--- config.mk ---
export PLATFORM = sky130hd
export DESIGN_NAME = ttl_quad2_gate_exerciser
export DESIGN_NICKNAME = d
export VERILOG_FILES = /design/src/rtl/ttl_quad2_gate_exerciser.sv
export SDC_FILE = /design/constraint.sdc
export NUM_CORES = 1
export LEC_CHECK = 0
export CAP_MARGIN = 10
export CORE_MARGIN = 2
export CORE_UTILIZATION = 48
export DETAILED_ROUTE_END_ITERATION = 16
export GPL_TIMING_DRIVEN = 0
export PLACE_DENSITY = 0.69
export REMOVE_ABC_BUFFERS = 1
export SYNTH_ARGS = -nofsm -noshare
export SYNTH_HDL_FRONTEND = slang
export SYNTH_SLANG_ARGS = --single-unit
export TNS_END_PERCENT = 30
--- constraint.sdc ---
create_clock -name clk -period 3.1 [get_ports clk]
set_clock_uncertainty 0.15 [all_clocks]
set_input_delay 0.62 -clock clk [delete_from_list [all_inputs] [get_ports clk]]
set_output_delay 0.62 -clock clk [all_outputs]
set_load 0.03 [all_outputs]
--- src/rtl/ttl_quad2_gate_exerciser.sv ---
// ttl_quad2_gate_exerciser: walks a quad 2-input gate through its truth table and reports pass or the first failing gate
module ttl_quad2_gate_exerciser #(
  parameter int SETTLE_CYCLES = 16,
  parameter logic [3:0] TRUTH = 4'b0001
) (
  input  logic       clk,
  input  logic       reset,
  input  logic       start,
  output logic [3:0] a_out,
  output logic [3:0] b_out,
  input  logic [3:0] y_in,
  output logic       busy,
  output logic       done,
  output logic       fail,
  output logic [1:0] fail_gate,
  output logic [1:0] fail_step,
  output logic [1:0] fail_vec,
  output logic       fail_y
);
  typedef enum logic [2:0] {IDLE, DRIVE, SETTLE, CHECK, DONE, FAIL} state_t;
  state_t     state_q;
  logic [7:0] cnt_q;
  logic [1:0] step_q;
  logic [3:0] sync1_q, sync2_q;
  logic [1:0] v_d [4];
  logic [3:0] a_d, b_d, exp_d, mis_d;
  logic [1:0] gate_d, vec_d;
  // Per-gate vector for the current step, expected nibble and lowest mismatching gate
  always_comb begin
    a_d = '0;
    b_d = '0;
    exp_d = '0;
    gate_d = '0;
    for (int i = 0; i < 4; i++) begin
      v_d[i] = step_q + 2'(i);
      a_d[i] = v_d[i][0];
      b_d[i] = v_d[i][1];
      exp_d[i] = TRUTH[v_d[i]];
    end
    mis_d = exp_d ^ sync2_q;
    for (int i = 3; i >= 0; i--) gate_d = mis_d[i] ? 2'(i) : gate_d;
    vec_d = step_q + gate_d;
  end
  // Run sequencer with registered status, plus the two-flop synchronizer on y_in
  always_ff @(posedge clk) begin
    if (reset) begin
      state_q <= IDLE;
      cnt_q <= '0;
      step_q <= '0;
      sync1_q <= '0;
      sync2_q <= '0;
      a_out <= '0;
      b_out <= '0;
      busy <= 1'b0;
      done <= 1'b0;
      fail <= 1'b0;
      fail_gate <= '0;
      fail_step <= '0;
      fail_vec <= '0;
      fail_y <= 1'b0;
    end else begin
      sync1_q <= y_in;
      sync2_q <= sync1_q;
      case (state_q)
        IDLE, DONE, FAIL: begin
          if (start) begin
            state_q <= DRIVE;
            step_q <= '0;
            busy <= 1'b1;
            done <= 1'b0;
            fail <= 1'b0;
            fail_gate <= '0;
            fail_step <= '0;
            fail_vec <= '0;
            fail_y <= 1'b0;
          end else begin
            busy <= 1'b0;
            done <= state_q == DONE;
            fail <= state_q == FAIL;
          end
        end
        DRIVE: begin
          a_out <= a_d;
          b_out <= b_d;
          cnt_q <= '0;
          state_q <= SETTLE;
        end
        SETTLE: begin
          cnt_q <= cnt_q + 8'd1;
          state_q <= cnt_q == 8'(SETTLE_CYCLES - 1) ? CHECK : SETTLE;
        end
        CHECK: begin
          if (|mis_d) begin
            state_q <= FAIL;
            fail_gate <= gate_d;
            fail_step <= step_q;
            fail_vec <= vec_d;
            fail_y <= sync2_q[gate_d];
          end else if (step_q == 2'd3) begin
            state_q <= DONE;
          end else begin
            step_q <= step_q + 2'd1;
            state_q <= DRIVE;
          end
        end
        default: state_q <= IDLE;
      endcase
    end
  end
endmodule
Word level (Yosys, flattened, before mapping)
Cells that the tools add are included.
{"block": "word_totals", "register_bits": 39}
{"block": "op_classes", "reduce_logical": 7, "muxes": 36, "addsub": 5, "bitwise_logic": 1, "n_eq_ne": 11, "n_lt_le_gt_ge": 5}
{"op": "2-to-1 mux 2 bit", "count": 10}
{"op": "case mux 2 bit (2 select lines)", "count": 4}
{"op": "case mux 8 bit (2 select lines)", "count": 1}
{"op": "< comparator 2 x 3 -> 1 bit (second input constant)", "count": 5}
{"op": "case mux 3 bit (4 select lines)", "count": 1}
{"op": "2-to-1 mux 1 bit", "count": 11}
{"op": "binary-select mux 1 bit (select 2 bit)", "count": 5}
{"op": "2-to-1 mux 3 bit", "count": 3}
{"op": "adder 8 x 1 -> 8 bit (second input constant)", "count": 1}
{"op": "equality test 8 x 4 -> 1 bit (second input constant)", "count": 1}
{"op": "inequality test 2 bit (second input constant)", "count": 4}
{"op": "equality test 3 x 2 -> 1 bit (second input constant)", "count": 2}
{"op": "equality test 3 bit (second input constant)", "count": 2}
{"op": "adder 2 bit (second input constant)", "count": 2}
{"op": "AND reduction 4 bit", "count": 1}
{"op": "nonzero test 2 bit", "count": 2}
{"op": "OR reduction 4 bit", "count": 1}
{"op": "XOR 4 bit", "count": 1}
{"op": "equality test 3 x 1 -> 1 bit (second input constant)", "count": 1}
{"op": "zero test 3 bit", "count": 1}
{"op": "AND reduction 3 bit", "count": 1}
{"op": "OR reduction 3 bit", "count": 1}
{"op": "adder 2 x 1 -> 2 bit (second input constant)", "count": 1}
{"op": "adder 2 bit", "count": 1}
{"op": "other kinds (2)", "count": 2}

Depth between registers and ports, before layout
{"block": "logic_depth", "word_depth": 12, "depth_mapped": 10, "ltp_nobuf": 10}

Least setup slack after synthesis
OpenSTA, ideal clock, no wires.
{"block": "synth_timing", "kind": "flip-flop to flip-flop", "from": "reg step_q[0]", "to": "reg fail_vec[1]", "period_less_slack_ns": 2.339, "setup_ns": 0.133, "arrival_ns": 2.056, "slack_ns": 0.761, "stages_incl_launch_ff": 11, "required_time_ns": 2.817, "path_cell_list": "dfxtp_1 -> inv_1 -> ha_1 -> xnor2_1 -> nand2_1 -> a21oi_1 -> ha_1 -> xnor2_1 -> a2111oi_0 -> a21o_1 -> a211oi_1"}
{"block": "synth_between", "elab_cells_between_ends": 22, "cone_classes": "4 x add/sub; 1 x eq/ne; 14 x mux; 1 x bitwise; 2 x reduce/logical"}
{"element": "start: declaration", "line": "23", "rtl": "logic [1:0] step_q;"}
{"element": "start signal: assignment", "line": "102", "rtl": "step_q <= step_q + 2'd1;"}
{"element": "adder 2 x 1 -> 2 bit *", "line": "35", "rtl": "v_d[i] = step_q + 2'(i);"}
{"element": "via a_d[1]", "line": "26", "rtl": "logic [3:0] a_d, b_d, exp_d, mis_d;"}
{"element": "binary-select mux 1 bit (select 2 bit) *", "line": "38", "rtl": "exp_d[i] = TRUTH[v_d[i]];"}
{"element": "2-to-1 mux 1 bit (not written as such) *", "line": "38"}
{"element": "XOR 4 bit *", "line": "40", "rtl": "mis_d = exp_d ^ sync2_q;"}
{"element": "2-to-1 mux 2 bit (2 in a row)", "line": "41", "rtl": "for (int i = 3; i >= 0; i--) gate_d = mis_d[i] ? 2'(i) : gate_d;"}
{"element": "adder 2 bit", "line": "42", "rtl": "vec_d = step_q + gate_d;"}
{"element": "2-to-1 mux 2 bit", "line": "93", "rtl": "if (|mis_d) begin"}
{"element": "case mux 2 bit (2 select lines)", "line": "64", "rtl": "case (state_q)"}
{"element": "end signal: assignment", "line": "97", "rtl": "fail_vec <= vec_d;"}
{"element": "end: declaration", "line": "17", "rtl": "output logic [1:0] fail_vec,"}
Mark *: on every way through the listed nets, which the timed path passes. The rest lies on a longest branch. The select of a mux whose other input is x is not followed.
A chain may end at the register's enable or synchronous reset.

Worst setup path after layout
Ends and elaborated chain as after synthesis.

==> run_results.csv <==
group,metric,value,unit
status,status,"finished clean",
floorplan,initial_core_util,0.500,
yosys,yosys_register_bits,37,
timing,period_needed,2.73,ns
pwr,switching_share,0.343,
yosys,yosysUniqueCellTypes,51,
hold_path,hold_depth,1,
yosys,ys.flop_type,"dfxtp_1",
clock_network,cts_buffers,5,
drt,firstDrtPassIters,4,
place,finalWeightedCongestion,0.783,
place,dp_hpwl,2.45,mm
pwr,pwr-share-clk,0.240,
timing,worst_pin_slew,0.700,ns
yosys,synth_compound_area_frac,0.184,
run,max_cap_violations,0,
yosys,avgSynthCellArea,8.97,um2
setup_path,r2r_start,"step_q[0]$_SDFFE_PP0P_",
drt,dr.first_iter.drc_count,50,
clock_network,hold_buffers,0,
pwr,p_sw,0.427,mW
finish,drive_gt1_frac,0.0856,
place,dp_cells,264,
drt,dr_total_vias,1502,
global_routing,grt_pass1_wl,5.90,mm
yosys,muxShareOfSynthArea,0.0301,
finish,n_antenna_cell,0,
clock_network,clk_pin_slew,0.07,ns
setup_path,worstPathCellList,"inv_1 -> ha_1 -> xnor2_1 -> nand2_1 -> a21oi_1 -> ha_1 -> xnor2_1 -> a2111oi_0 -> a21o_1 -> a211oi_1",
yosys,async_flop_share,0,
yosys,yosysMostFrequentCell,"dfxtp_1",
timing,rsz0062_at_grt,"false",
finish,design_area,0.00217,mm2
global_routing,grt_pass1_vias,1325,
yosys,synth_xor_area_frac,0.0622,
place,io_buffers,24,
floorplan,pin_count,25,
yosys,synth_area,0.00183,mm2
setup_path,r2r-end,"fail_vec[1]$_SDFFE_PP0P_",
finish,nets,236,
yosys,synth_cells,204,
yosys,yosys_warnings,0,
finish,fin_cells,270,
global_routing,antenna_found_initial,0,
pwr,p_int,0.818,mW
setup_path,critical_path_class,"register to register",
floorplan,dieArea,0.00432,mm2
finish,fill_cells,328,
floorplan,core,0.00366,mm2
finish,areaGrowthSynthToFinish,18.6,%
yosys,synth_edf_count,0,
yosys,ys_top_cells_by_count,"dfxtp_1 (37), a21oi_1 (23), nand2_1 (21)",
floorplan,die_w,65.8,um
clock_network,post_cts_buffers,0,
setup_path,slowest_stage,"dfxtp_1",
timing,slew-limit-headroom,0.532,
clock_network,clkSinkCount,37,
setup_path,end_kind,"register",
clock_network,cts_tree,"built",
floorplan,rows,22,
yosys,synth_adder_area_share,0.0465,
setup_path,ff2ff_path_depth,10,
drt,via_per_inst,5.56,
pwr,ir_worst_vdd,0.000403,V
setup_path,cp-start-kind,"register",
global_routing,grt_usage,0.176,
timing,final-hold-violation-count,0,
global_routing,overflow,0,
setup_path,cp_top_family,"compound AO/OA/AOI/OAI gates",
timing,maxSlewViolCount,0,
yosys,synth_simple_gate_area_frac,0.231,
clock_network,post_cts_resized,0,
place,place_ws,0.432,ns
drt,postRouteAntennaNets,0,
pwr,sequentialPowerShare,0.485,
drt,drc_errors,0,
timing,setup_ws,0.374,ns
drt,wl,3.44,mm
drt,wire_per_inst,12.7,um
finish,fin_util,0.593,
setup_path,r2r_setup_slack,0.37,ns
hold_path,min_from,"sync1_q[0]$_SDFF_PP0_",
timing,final.setup.tns,0,ns
clock_network,clock_path_buffers,2,
setup_path,cp_slowest_stage_delay,0.47,ns
pwr,comb_power_share,0.275,
yosys,synth_area_leaders,"dfxtp_1 (40%), a21oi_1 (6.3%), nand2_1 (4.3%)",
yosys,yosysSeqAreaShare,0.405,
pwr,powerDensity,574,mW/mm2
clock_network,root_buffer,"clkbuf_8",
hold_path,whs_endpoint,"sync2_q[0]$_SDFF_PP0_",
setup_path,crit_buf_inv,1,
timing,max_freq,0.367,GHz
clock_network,insertion_delay,0.28,ns
floorplan,die_height,65.8,um
setup_path,worstPathRequired,3.08,ns
yosys,yosysTopAreaCell,"dfxtp_1",
clock_network,htreeDepth,2,
global_routing,grt_max_degree,25,
hold_path,hold_class,"register to register",
yosys,synth_top_family_by_area,"simple AND/OR/NAND/NOR gates",
pwr,p_leak,0.749,nW
timing,post-route-period-util,0.879,
setup_path,critPathArrivalTime,2.71,ns
timing,setup_viol,0,
yosys,yosysTopAreaCellShare,0.405,
setup_path,worstPathMaxFanout,8,
pwr,power.total,1.25,mW
timing,holdWs,0.278,ns
place,placed_area,0.00210,mm2
## kinds of logic (layout without fill, tap and decap cells)
kind of cell,after synthesis,after routing
xor+xnor,10,10
simple gates,79,79
mux,5,5
buf+inv,17,35
flops,37,37
fa+ha+maj,7,7
compound gates,49,49
## layout by cell type, fill, tap and decap left out, types with 2 or more instances in the layout
| cell type | instances |
|---|---|
| a21oi_1 | 23 |
| nand4_1 | 2 |
| a211oi_1 | 3 |
| dfxtp_1 | 37 |
| a21o_1 | 2 |
| clkdlybuf4s50_1 | 24 |
| or3b_2 | 2 |
| and2_1 | 2 |
| xor2_1 | 2 |
| xnor2_1 | 6 |
| nand2_1 | 21 |
| nor2_1 | 15 |
| clkbuf_8 | 5 |
| nor3_1 | 3 |
| nor2b_1 | 9 |
| nand2b_1 | 4 |
| a221oi_1 | 2 |
| inv_1 | 4 |
| nand3b_1 | 5 |
| ha_1 | 6 |
| o21ai_0 | 7 |
| nand3_1 | 7 |
| mux2_2 | 3 |
## final cells by class
| cell class | instances | area [um2] | share of cell area |
|---|---|---|---|
| clock buffers | 5 | 68.8 | 0.0317 |
| flip-flops and latches | 37 | 741 | 0.341 |
| multi-input cells | 150 | 1010 | 0.467 |
| clock inverters | 1 | 5.00 | 0.00231 |
| repair buffers | 25 | 268 | 0.123 |
| inverters | 4 | 15.0 | 0.00692 |
| well taps | 48 | 60.1 | 0.0277 |
## per-layer routing
metal | vias to the layer above | GRT usage | part of all wire
li1 | 752 | - | -
met1 | 712 | 0.219 | 0.46
met2 | 33 | 0.299 | 0.48
met3 | 5 | 0.0411 | 0.047
met4 | 0 | 0.0547 | 0.0099
met5 | - | 0 | 0
## how the worst max path moves through the flow
stage          cells after the start                   start  slack, ns                  endpoint
4_1_cts                           10  step_q[0]$_SDFFE_PP0P_       0.40  fail_vec[1]$_SDFFE_PP0P_
2_1_floorplan                     10  step_q[0]$_SDFFE_PP0P_       0.76  fail_vec[1]$_SDFFE_PP0P_
5_1_grt                           10  step_q[0]$_SDFFE_PP0P_       0.10  fail_vec[1]$_SDFFE_PP0P_
3_3_place_gp                       3                   reset       0.38       fail_y$_SDFFE_PP0P_
6_report                          10  step_q[0]$_SDFFE_PP0P_       0.37  fail_vec[1]$_SDFFE_PP0P_
3_5_place_dp                      10  step_q[0]$_SDFFE_PP0P_       0.43  fail_vec[1]$_SDFFE_PP0P_
## power groups by stage
stage / Sequential, mW / Combinational [mW] / Clock (mW)
final: 0.603 / 0.343 / 0.299
after detailed placement: 0.612 / 0.343 / 0
after global routing: 0.616 / 0.377 / 0.330
after CTS: 0.601 / 0.346 / 0.311
after floorplan: 0.643 / 0.187 / 0
after global placement: 0.606 / 0.333 / 0
## registers in the layout, indices dropped and copies added (netlist names), 2 cells and up
name and flops:
step_q 2, b_out 4, sync1_q 4, fail_step 2, fail_vec 2, state_q 3, fail_gate 2, a_out 2
cnt_q 8, sync2_q 4
Note: power is estimated with default switching activity, not from simulation.
